===== src/rtl/uart_pkg.sv =====
// Definitions shared by the UART blocks: one-hot state encodings, frame size and the
// default width of the bit-timing counter.
package uart_pkg;

  localparam int DATA_BITS = 8;
  localparam int CNT_W_DEF = 16;
  localparam int ST_W      = 5;

  typedef logic [ST_W-1:0] state_t;

  localparam state_t ST_IDLE  = 5'b00001;
  localparam state_t ST_START = 5'b00010;
  localparam state_t ST_DATA  = 5'b00100;
  localparam state_t ST_STOP  = 5'b01000;
  localparam state_t ST_BREAK = 5'b10000;

endpackage


===== src/rtl/uart_rx_if.sv =====
// Receiver-side UART bundle: serial line and bit period in, received byte and status out.
interface uart_rx_if #(
  parameter int CNT_W = 16
);

  logic             rx_i;
  logic [CNT_W-1:0] baud_div;
  logic [7:0]       rx_data;
  logic             rx_done;
  logic             frame_err;
  logic             rx_busy;

  modport slave (
    input  rx_i,
    input  baud_div,
    output rx_data,
    output rx_done,
    output frame_err,
    output rx_busy
  );

  modport master (
    output rx_i,
    output baud_div,
    input  rx_data,
    input  rx_done,
    input  frame_err,
    input  rx_busy
  );

endinterface


===== src/rtl/uart_sync.sv =====
// Multi-stage synchroniser for an asynchronous, idle-high serial line.
// Reset loads all stages with 1 so that leaving reset never looks like a start bit.
module uart_sync #(
  parameter int STAGES = 2
) (
  input  logic clk,
  input  logic rst,
  input  logic d,
  output logic q
);

  logic [STAGES-1:0] sr;

  always_ff @(posedge clk or negedge rst) begin
    if (!rst) begin
      sr <= '1;
    end else begin
      sr <= {sr[STAGES-2:0], d};
    end
  end

  assign q = sr[STAGES-1];

endmodule


===== src/rtl/uart_rx.sv =====
// 8N1 UART receiver. It samples each bit at its centre, using a bit period that is
// captured when the start bit is detected.
//
// state | meaning
// IDLE  | line idle, waiting for a low level
// START | timing to the centre of the start bit, rejecting glitches
// DATA  | sampling eight data bits, LSB first
// STOP  | timing to the centre of the stop bit
// BREAK | stop bit was low; waiting for the line to go high again
module uart_rx
  import uart_pkg::*;
#(
  parameter int SYNC_STAGES = 2,
  parameter int CNT_W       = CNT_W_DEF
) (
  input  logic     clk,
  input  logic     rst,
  uart_rx_if.slave bus
);

  localparam logic [CNT_W-1:0] ONE      = CNT_W'(1);
  localparam logic [2:0]       LAST_BIT = 3'(DATA_BITS - 1);

  logic                 rx_s;
  state_t               state;
  state_t               state_nxt;
  logic [CNT_W-1:0]     cnt;
  logic [CNT_W-1:0]     bd;
  logic [CNT_W-1:0]     lim;
  logic [2:0]           bit_idx;
  logic [DATA_BITS-1:0] shreg;
  logic [DATA_BITS-1:0] data_q;
  logic                 done_q;
  logic                 err_q;
  logic                 tc;
  logic                 cnt_run;
  logic                 bd_load;
  logic                 shift_en;
  logic                 done_set;
  logic                 err_set;

  uart_sync #(.STAGES(SYNC_STAGES)) u_sync (
    .clk (clk),
    .rst (rst),
    .d   (bus.rx_i),
    .q   (rx_s)
  );

  // START runs only half a bit so that every later sample lands mid-bit
  assign lim = (state == ST_START) ? ((bd >> 1) - ONE) : (bd - ONE);
  assign tc  = !(cnt < lim);

  always_ff @(posedge clk or negedge rst) begin
    if (!rst) begin
      state <= ST_IDLE;
    end else begin
      state <= state_nxt;
    end
  end

  always_comb begin
    state_nxt = state;
    case (state)
      ST_IDLE:  if (!rx_s) state_nxt = ST_START;
      ST_START: if (tc) state_nxt = rx_s ? ST_IDLE : ST_DATA;
      ST_DATA:  if (tc && (bit_idx == LAST_BIT)) state_nxt = ST_STOP;
      ST_STOP:  if (tc) state_nxt = rx_s ? ST_IDLE : ST_BREAK;
      ST_BREAK: if (rx_s) state_nxt = ST_IDLE;
      default:  state_nxt = ST_IDLE;
    endcase
  end

  always_comb begin
    cnt_run  = 1'b0;
    bd_load  = 1'b0;
    shift_en = 1'b0;
    done_set = 1'b0;
    err_set  = 1'b0;
    case (state)
      ST_IDLE:  bd_load = !rx_s;
      ST_START: cnt_run = !tc;
      ST_DATA: begin
        cnt_run  = !tc;
        shift_en = tc;
      end
      ST_STOP: begin
        cnt_run  = !tc;
        done_set = tc && rx_s;
        err_set  = tc && !rx_s;
      end
      default: ;
    endcase
  end

  always_ff @(posedge clk or negedge rst) begin
    if (!rst) begin
      cnt     <= '0;
      bd      <= '0;
      bit_idx <= '0;
      shreg   <= '0;
      data_q  <= '0;
      done_q  <= 1'b0;
      err_q   <= 1'b0;
    end else begin
      cnt    <= cnt_run ? (cnt + ONE) : '0;
      done_q <= done_set;
      err_q  <= err_set;
      if (bd_load) bd <= bus.baud_div;
      if (state != ST_DATA) begin
        bit_idx <= '0;
      end else if (shift_en) begin
        bit_idx <= bit_idx + 3'd1;
      end
      if (shift_en) shreg[bit_idx] <= rx_s;
      if (done_set) data_q <= shreg;
    end
  end

  assign bus.rx_data   = data_q;
  assign bus.rx_done   = done_q;
  assign bus.frame_err = err_q;
  assign bus.rx_busy   = (state != ST_IDLE);

endmodule


===== src/flat_wrapper.sv =====
// flat-port wrapper written by rule: the top's interface ports become plain ports
module uart_rx_flat import uart_pkg::*;
#(
  parameter int SYNC_STAGES = 2,
  parameter int CNT_W       = CNT_W_DEF
)
  (clk, rst, bus_rx_i, bus_baud_div, bus_rx_data, bus_rx_done, bus_frame_err, bus_rx_busy);
  uart_rx_if #(.CNT_W(CNT_W)) bus_i ();
  input  logic clk;
  input  logic rst;
  input wire logic [$bits(bus_i.rx_i)-1:0] bus_rx_i;
  input wire logic [$bits(bus_i.baud_div)-1:0] bus_baud_div;
  output wire logic [$bits(bus_i.rx_data)-1:0] bus_rx_data;
  output wire logic [$bits(bus_i.rx_done)-1:0] bus_rx_done;
  output wire logic [$bits(bus_i.frame_err)-1:0] bus_frame_err;
  output wire logic [$bits(bus_i.rx_busy)-1:0] bus_rx_busy;
  assign bus_i.rx_i = bus_rx_i;
  assign bus_i.baud_div = bus_baud_div;
  assign bus_rx_data = bus_i.rx_data;
  assign bus_rx_done = bus_i.rx_done;
  assign bus_frame_err = bus_i.frame_err;
  assign bus_rx_busy = bus_i.rx_busy;
  uart_rx #(.SYNC_STAGES(SYNC_STAGES), .CNT_W(CNT_W)) u_core (.clk(clk), .rst(rst), .bus(bus_i));
endmodule

===== config.mk =====
export PLATFORM = sky130hd
export DESIGN_NAME = uart_rx_flat
export DESIGN_NICKNAME = d
export VERILOG_FILES = /design/src/rtl/uart_pkg.sv /design/src/rtl/uart_rx_if.sv /design/src/rtl/uart_sync.sv /design/src/rtl/uart_rx.sv /design/src/flat_wrapper.sv
export SDC_FILE = /design/constraint.sdc
export NUM_CORES = 1
export LEC_CHECK = 0
export CAP_MARGIN = 20
export CORE_MARGIN = 4
export CORE_UTILIZATION = 58
export CTS_BUF_LIST = sky130_fd_sc_hd__clkbuf_16
export DETAILED_ROUTE_END_ITERATION = 10
export GPL_ROUTABILITY_DRIVEN = 0
export PLACE_DENSITY = 0.8
export SLEW_MARGIN = 20
export SYNTH_ARGS = -nofsm -noshare
export SYNTH_HDL_FRONTEND = slang
export SYNTH_HIERARCHICAL = 1
export SYNTH_SLANG_ARGS = --single-unit

===== constraint.sdc =====
create_clock -name clk -period 5.95 [get_ports clk]
set_input_delay 1.19 -clock clk [delete_from_list [all_inputs] [get_ports clk]]
set_output_delay 1.19 -clock clk [all_outputs]
set_load 0.01 [all_outputs]

==> results.toml, run 1 <==
[global_route]
via_count_of_the_first_global_routing_pass = 2834
grt_start_max_net_pins = 61
antenna_found_initial = 0
gr-total-overflow = 0
grt_first_pass_wirelength_mm = 12.97
grt_usage = 0.2245

[timing]
timing.clock.skew_ps = 6.172
hold_violation_count_in_the_final_report = 0
sum_of_negative_setup_slack_ps = 0
transition_time_at_the_pin_with_the_least_slew_margin_ps = 746.1
final_min_period_over_clock_period = 0.9100
rsz_0062_raised_after_global_routing = "false"
max_freq_ghz = 0.1847
fin_crit_ps = 5415
timing.max_slew.rel_slack = 0.5026
slew_viol_final = 0
setup_viol = 0

[synthesis]
synth.top_cell.area_share = 0.4064
synthCells = 345
synth_area_leaders = "sky130_fd_sc_hd__dfrtp_1 41%, sky130_fd_sc_hd__mux2_2 11%, sky130_fd_sc_hd__ha_1 6.8%"
asyncSetResetFlopFracSynth = 1.000
synth-main-ff-cell = "sky130_fd_sc_hd__dfrtp_1"
yosys_register_bits = 60
number_of_enable_flip_flop_cells_after_synthesis = 0
netlist_area_um2 = 3510
main_combinational_cell_family_by_area_after_synthesis = "simple AND/OR/NAND/NOR gates"
syn_avg_cell_area_um2 = 10.17
synth.yosys.warnings = 6
synth.lib_cells_used.distinct = 51
synth_compound_gate_area_share = 0.09982
muxShareOfSynthArea = 0.1144
post-synth-top-area-cell = "sky130_fd_sc_hd__dfrtp_1"
synth-adder-area-share = 0.06774
synth_simple_gate_area_share = 0.1904
syn_nets = 383
ys_seq_area_frac = 0.4289
synth-xor-area-share = 0.07487

[worst_setup_path]
worst-r2r-cell-count = 16
worstPathRequired_ps = 6150
crit_path_end_kind = "register"
timing.rr.end = "u_core/shreg[6]$_DFFE_PN0P_"
r2r_slack_ps = 540
worst-endpoint-arrival_ps = 5620
critical_path.startpoint = "u_core/state[3]$_DFFE_PN0P_"
worstSetupPathType = "register to register"
timing.critical_path.from_type = "register"
critical_path_maximum_fanout = 16
regToRegStartpoint = "u_core/state[3]$_DFFE_PN0P_"

[hold_path]
timing.hold.worst.start = "u_core/u_sync/sr[0]$_DFF_PN1_"
worst_hold_path_type = "register to register"
min_delay_worst_endpoint = "u_core/u_sync/sr[1]$_DFF_PN1_"
holdPathStages = 0

[layout]
layout.area.seq_um2 = 1505
n_antenna_cell = 0
final_net_count = 415
layout.filler_cells = 440
synth_to_layout_area_growth_pct = 18.72
finish.cell_count_without_fillers = 456
layout_commonest_cell = "sky130_fd_sc_hd__dfrtp_1"
layout_common_cells = "57 x sky130_fd_sc_hd__dfrtp_1, 33 x sky130_fd_sc_hd__nor2_1, 33 x sky130_fd_sc_hd__mux2_2, 28 x sky130_fd_sc_hd__clkdlybuf4s50_1, 24 x sky130_fd_sc_hd__nand2_1"
multiInputGateArea_um2 = 1934
layout_cells_sized_above_1 = 0.1759

[power_and_ir_drop]
power_per_cell_area_nw_per_um2 = 377.4
worst_ir_drop_vdd_uv = 265.7
static-leakage-power_nw = 1.794

[die]
fp.coreArea_um2 = 5886
io_pins = 30
row_count = 28
die_area_um2 = 7360
initial_utilization = 0.5963
die-width_um = 85.79
die_height_um = 85.79

[route]
drc = 0
drt-wirelength-per-cell_um = 16.59
firstDrtPassIters = 4
detail-route-antenna-nets = 0
drt-vias-per-instance = 5.982
wl_mm = 7.565
drt_iter0_markers = 127
routed-via-count = 2728

[clock_tree]
ctsHtreeMaxLevel = 3
clock_tree_from_tritoncts = "yes"
clock_tree.buffer_depth = 2
cts.clk_slew.worst_paths_ps = 50
post-cts-setup-buffers = 0
numCtsBuffers = 9
clkLatencyLatePin_ps = 320
cts_sinks = 60
cts_root_buf = "sky130_fd_sc_hd__clkbuf_16"

[placement]
placedCellCount = 441
placement.io_buffers = 29
hpwlAfterDp_mm = 5.165

[flow_run]
drv_cap = 0

[status]
run_status = "finished clean"
power by group:
group / switching, mW / internal [mW]
Clock: 0.166 / 0.315
Combinational: 0.251 / 0.232
Sequential: 0.131 / 0.478
state kept, by name, summed over array words and instances, names as in the netlist:
signal,count
u_core/bd,16
u_core/cnt,16
u_core/bus.rx_data,8
u_core/shreg,8
u_core/state,5
u_core/bit_idx,3
u_core/u_sync/sr,2
u_core/bus.frame_err,1
u_core/bus.rx_done,1
worst max path at each step:
| stage | cells after the start | slack, ps | endpoint |
|---|---|---|---|
| after floorplan | 19 | 780 | u_core/state[3]$_DFFE_PN0P_ |
| after global placement | 16 | 460 | u_core/shreg[6]$_DFFE_PN0P_ |
| after detailed placement | 16 | 220 | u_core/shreg[4]$_DFFE_PN0P_ |
| after CTS | 16 | 240 | u_core/shreg[4]$_DFFE_PN0P_ |
| after global routing | 16 | 80 | u_core/shreg[7]$_DFFE_PN0P_ |
| final | 16 | 540 | u_core/shreg[6]$_DFFE_PN0P_ |
cells in the mapped netlist (2+ instances only):
| cell type | number |
|---|---|
| sky130_fd_sc_hd__a2111oi_0 | 5 |
| sky130_fd_sc_hd__a211o_1 | 2 |
| sky130_fd_sc_hd__a21boi_0 | 2 |
| sky130_fd_sc_hd__a21o_1 | 2 |
| sky130_fd_sc_hd__a21oi_1 | 12 |
| sky130_fd_sc_hd__a31oi_1 | 6 |
| sky130_fd_sc_hd__and2_1 | 2 |
| sky130_fd_sc_hd__and3_1 | 4 |
| sky130_fd_sc_hd__clkbuf_1 | 13 |
| sky130_fd_sc_hd__dfrtp_1 | 57 |
| sky130_fd_sc_hd__dfstp_2 | 3 |
| sky130_fd_sc_hd__ha_1 | 19 |
| sky130_fd_sc_hd__inv_1 | 5 |
| sky130_fd_sc_hd__mux2_2 | 33 |
| sky130_fd_sc_hd__mux2i_1 | 3 |
| sky130_fd_sc_hd__nand2_1 | 24 |
| sky130_fd_sc_hd__nand2b_1 | 4 |
| sky130_fd_sc_hd__nand3_1 | 17 |
| sky130_fd_sc_hd__nand3b_1 | 3 |
| sky130_fd_sc_hd__nand4_1 | 9 |
| sky130_fd_sc_hd__nor2_1 | 34 |
| sky130_fd_sc_hd__nor2b_1 | 2 |
| sky130_fd_sc_hd__nor3_1 | 4 |
| sky130_fd_sc_hd__nor3b_1 | 2 |
| sky130_fd_sc_hd__nor4_1 | 3 |
| sky130_fd_sc_hd__o21ai_0 | 15 |
| sky130_fd_sc_hd__o21ai_1 | 2 |
| sky130_fd_sc_hd__o31ai_1 | 2 |
| sky130_fd_sc_hd__or3_1 | 5 |
| sky130_fd_sc_hd__or4_4 | 2 |
| sky130_fd_sc_hd__xnor2_1 | 12 |
| sky130_fd_sc_hd__xor2_1 | 18 |
metrics by stage:
step	worst slack (ps)	area [µm²]	power, mW	utilization	hold slack [ps]
final	535.4	4167	1.573	0.7079	360.4
after global routing	82.47	4167	1.669	0.7079	363.7
after CTS	237.3	4153	1.577	0.7056	361.0
after detailed placement	218.6	3876	1.081	0.6586	349.7
after global placement	459.0	3876	1.055	0.6586	347.4
after floorplan	782.4	3510	0.9372	-	345.2
timing repair:
action                                  4_1_cts  5_1_grt
hold buffers                                  0        0
resized for setup                             0        4
endpoints found under the setup margin        0       16
cells by family after synthesis:
group,after synthesis
adder cells (fa/ha/maj),19
AO/OA/AOI/OAI,55
AND/OR/NAND/NOR,125
multiplexers,36
flip-flops,60
buffers and inverters,20
XOR/XNOR,30
metal layers:
| metal | share of wire | vias to the layer above | GRT usage | routed length (µm) |
|---|---|---|---|---|
| met4 | 0.025 | 0 | 0.1007 | 188 |
| li1 | - | 1314 | - | - |
| met2 | 0.52 | 45 | 0.3983 | 3941 |
| met3 | 0.032 | 19 | 0.05187 | 243 |
| met5 | 0 | - | 0 | 0 |
| met1 | 0.42 | 1350 | 0.2567 | 3192 |
critical path, cell delays in order (launching register included):
cell and delay, ps:
sky130_fd_sc_hd__dfrtp_1 440, sky130_fd_sc_hd__or3_1 410, sky130_fd_sc_hd__o21ai_1 220, sky130_fd_sc_hd__a21boi_0 210
sky130_fd_sc_hd__ha_1 220, sky130_fd_sc_hd__or4b_1 520, sky130_fd_sc_hd__or4_1 510, sky130_fd_sc_hd__a2111o_1 390
sky130_fd_sc_hd__nor2_1 120, sky130_fd_sc_hd__xnor2_1 130, sky130_fd_sc_hd__a31oi_1 60, sky130_fd_sc_hd__ha_1 320
sky130_fd_sc_hd__nand4_1 140, sky130_fd_sc_hd__a2111oi_2 440, sky130_fd_sc_hd__o21ai_2 280, sky130_fd_sc_hd__a2111oi_0 510
sky130_fd_sc_hd__mux2_2 380
area by class of cell:
cell class | instances | share of cell area
Timing Repair Buffer | 36 | 0.08108
Tap cell | 75 | 0.02252
Sequential cell | 60 | 0.3613
Inverter | 5 | 0.004505
Multi-Input combinational cell | 265 | 0.4643
Clock inverter | 6 | 0.01231
Clock buffer | 9 | 0.05405
Power figures use the tool's default switching activity.
==> inputs of run 2 (changes only) <==
Settings changed: HOLD_SLACK_MARGIN from default to 0.1, PLACE_DENSITY 0.8 to 0.88.
==> run 2 against run 1 <==
  * Fmax decreased by 2.6%
  * Cell count unchanged
  * Cell area decreased by 0.27%
  * Setup slack got worse by 140 ps
  * Combinational power increased by 2%
  * Die area unchanged
  * Power decreased by 1.3%
  * Sequential cell count unchanged
  * First-iteration DRC count increased by 35%
  * Critical path depth unchanged
  * Non-clock buffer count decreased by 1
  * Register-to-register slack got worse by 140 ps
==> results.toml, run 2 (synthesis results as in run 1) <==
[status]
run_status = "finished clean"

[global_route]
grt_usage = 0.2280
grt_start_max_net_pins = 61
antenna_found_initial = 0
grt_first_pass_wirelength_mm = 13.23
gr-total-overflow = 0
via_count_of_the_first_global_routing_pass = 2887

[clock_tree]
clkLatencyLatePin_ps = 330
ctsHtreeMaxLevel = 3
cts_root_buf = "sky130_fd_sc_hd__clkbuf_16"
clock_tree.buffer_depth = 2
cts_hold_buf = 0
cts.clk_slew.worst_paths_ps = 50
numCtsBuffers = 9
cts_sinks = 60
clock_tree_from_tritoncts = "yes"

[placement]
hpwlAfterDp_mm = 5.348
post-place-ws_ps = 86.93
placedCellCount = 440
placement.io_buffers = 29

[worst_setup_path]
worst-endpoint-arrival_ps = 5760
r2r_slack_ps = 390
worstSetupPathType = "register to register"
regToRegStartpoint = "u_core/state[3]$_DFFE_PN0P_"
cp_common_cell = "sky130_fd_sc_hd__ha_1"
critical_path.max_stage_delay_ps = 550
critical_path_maximum_fanout = 16
timing.critical_path.from_type = "register"
slowest_stage = "sky130_fd_sc_hd__or4b_1"
crit_path_cell_trace = "or3_1, o21ai_1, a21boi_0, ha_1, or4b_1, or4_1, a2111o_1, nor2_1, xnor2_1, a31oi_1, ha_1, nand4_1, a2111oi_2, o21ai_2, a2111oi_1, mux2_2"
crit_path_end_kind = "register"
worst-r2r-cell-count = 16
timing.rr.end = "u_core/shreg[7]$_DFFE_PN0P_"
worstPathRequired_ps = 6150

[route]
detail-route-antenna-nets = 0
wl_mm = 7.933
drt_iter0_markers = 171
routed-via-count = 2790
firstDrtPassIters = 4
drc = 0
drt-vias-per-instance = 6.118
drt-wirelength-per-cell_um = 17.40

[layout]
largestRegisters = "u_core/bd x16, u_core/cnt x16"
layout_cells_sized_above_1 = 0.1759
n_antenna_cell = 0
layout_common_cells = "57 x sky130_fd_sc_hd__dfrtp_1, 34 x sky130_fd_sc_hd__nor2_1, 33 x sky130_fd_sc_hd__mux2_2, 28 x sky130_fd_sc_hd__clkdlybuf4s50_1, 24 x sky130_fd_sc_hd__nand2_1"
synth_to_layout_area_growth_pct = 18.40
finish.cell_count_without_fillers = 456
final_net_count = 414
layout_commonest_cell = "sky130_fd_sc_hd__dfrtp_1"

[hold_path]
min_delay_worst_endpoint = "u_core/u_sync/sr[1]$_DFF_PN1_"
holdPathStages = 0
timing.hold.worst.start = "u_core/u_sync/sr[0]$_DFF_PN1_"
worst_hold_path_type = "register to register"

[timing]
postLayoutSetupSlackWorst_ps = 392.9
rsz_0062_raised_after_global_routing = "false"
sum_of_negative_setup_slack_ps = 0
setup_viol = 0
hold_violation_count_in_the_final_report = 0
fin_crit_ps = 5557
final_min_period_over_clock_period = 0.9340
timing.clock.skew_ps = 8.048
slew_viol_final = 0
transition_time_at_the_pin_with_the_least_slew_margin_ps = 856.5
timing.max_slew.rel_slack = 0.4284
max_freq_ghz = 0.1800

[die]
row_count = 28
io_pins = 30
die-width_um = 85.79
die_height_um = 85.79
fp.coreArea_um2 = 5886
initial_utilization = 0.5963
die_area_um2 = 7360

[power_and_ir_drop]
fin_total_pwr_mw = 1.552
worst_ir_drop_vdd_uv = 277.3
power_per_cell_area_nw_per_um2 = 373.6
static-leakage-power_nw = 1.769

[flow_run]
drv_cap = 0
## run 2: how the worst max path moves through the flow
| stage | startpoint | endpoint | slack (ps) |
|---|---|---|---|
| floorplan | u_core/state[3]$_DFFE_PN0P_ | u_core/state[3]$_DFFE_PN0P_ | 780 |
| global placement | u_core/state[3]$_DFFE_PN0P_ | u_core/shreg[6]$_DFFE_PN0P_ | 470 |
| detailed placement | u_core/state[3]$_DFFE_PN0P_ | u_core/shreg[7]$_DFFE_PN0P_ | 90 |
| CTS | u_core/state[4]$_DFFE_PN0P_ | u_core/shreg[7]$_DFFE_PN0P_ | 50 |
| global route | u_core/state[4]$_DFFE_PN0P_ | u_core/shreg[7]$_DFFE_PN0P_ | 50 |
| finish | u_core/state[3]$_DFFE_PN0P_ | u_core/shreg[7]$_DFFE_PN0P_ | 390 |
## run 2: layer usage
metal,part of all wire,global-route usage
met1,0.39,0.2500
met2,0.54,0.4025
met3,0.040,0.06532
met4,0.033,0.1122
met5,0,0
## run 2: worst max-delay path, delay by kind of cell, from the launching register on
kind            cells  cell delay [ps]
compound gates      7             2140
simple gates        5             1740
fa+ha+maj           2              570
flops               1              460
mux                 1              390
xor+xnor            1              130
## run 2: stage by stage
step,cell area (µm²),utilization,hold WS (ps)
CTS,4140,0.7034,354.8
global route,4155,0.7060,355.6
detailed placement,3875,0.6584,347.5
finish,4155,0.7060,353.8
global placement,3869,0.6573,346.3
floorplan,3510,-,345.2
## run 2: power by group
| part | internal, mW | switching [mW] | leakage, nW | total (mW) |
|---|---|---|---|---|
| Sequential | 0.478 | 0.130 | 0.791 | 0.608 |
| Combinational | 0.233 | 0.259 | 0.850 | 0.492 |
| Clock | 0.275 | 0.178 | 0.127 | 0.452 |
| Total | 0.985 | 0.567 | 1.77 | 1.55 |
## run 2: repair_timing
| item | in CTS | in global routing |
|---|---|---|
| gates resized for setup | 1 | 4 |
| setup buffers | 0 | 0 |
| pin swaps | 0 | 0 |
| endpoints found under the setup margin | 1 | 18 |
## run 2: layout make-up
cell class                      count  area (µm²)
Tap cell                           75       93.84
Clock inverter                      7       36.28
Timing Repair Buffer               35       330.3
Multi-Input combinational cell    265        1946
Clock buffer                        9       225.2
Inverter                            5       18.77
Fill cell                         419        1730
Sequential cell                    60        1505
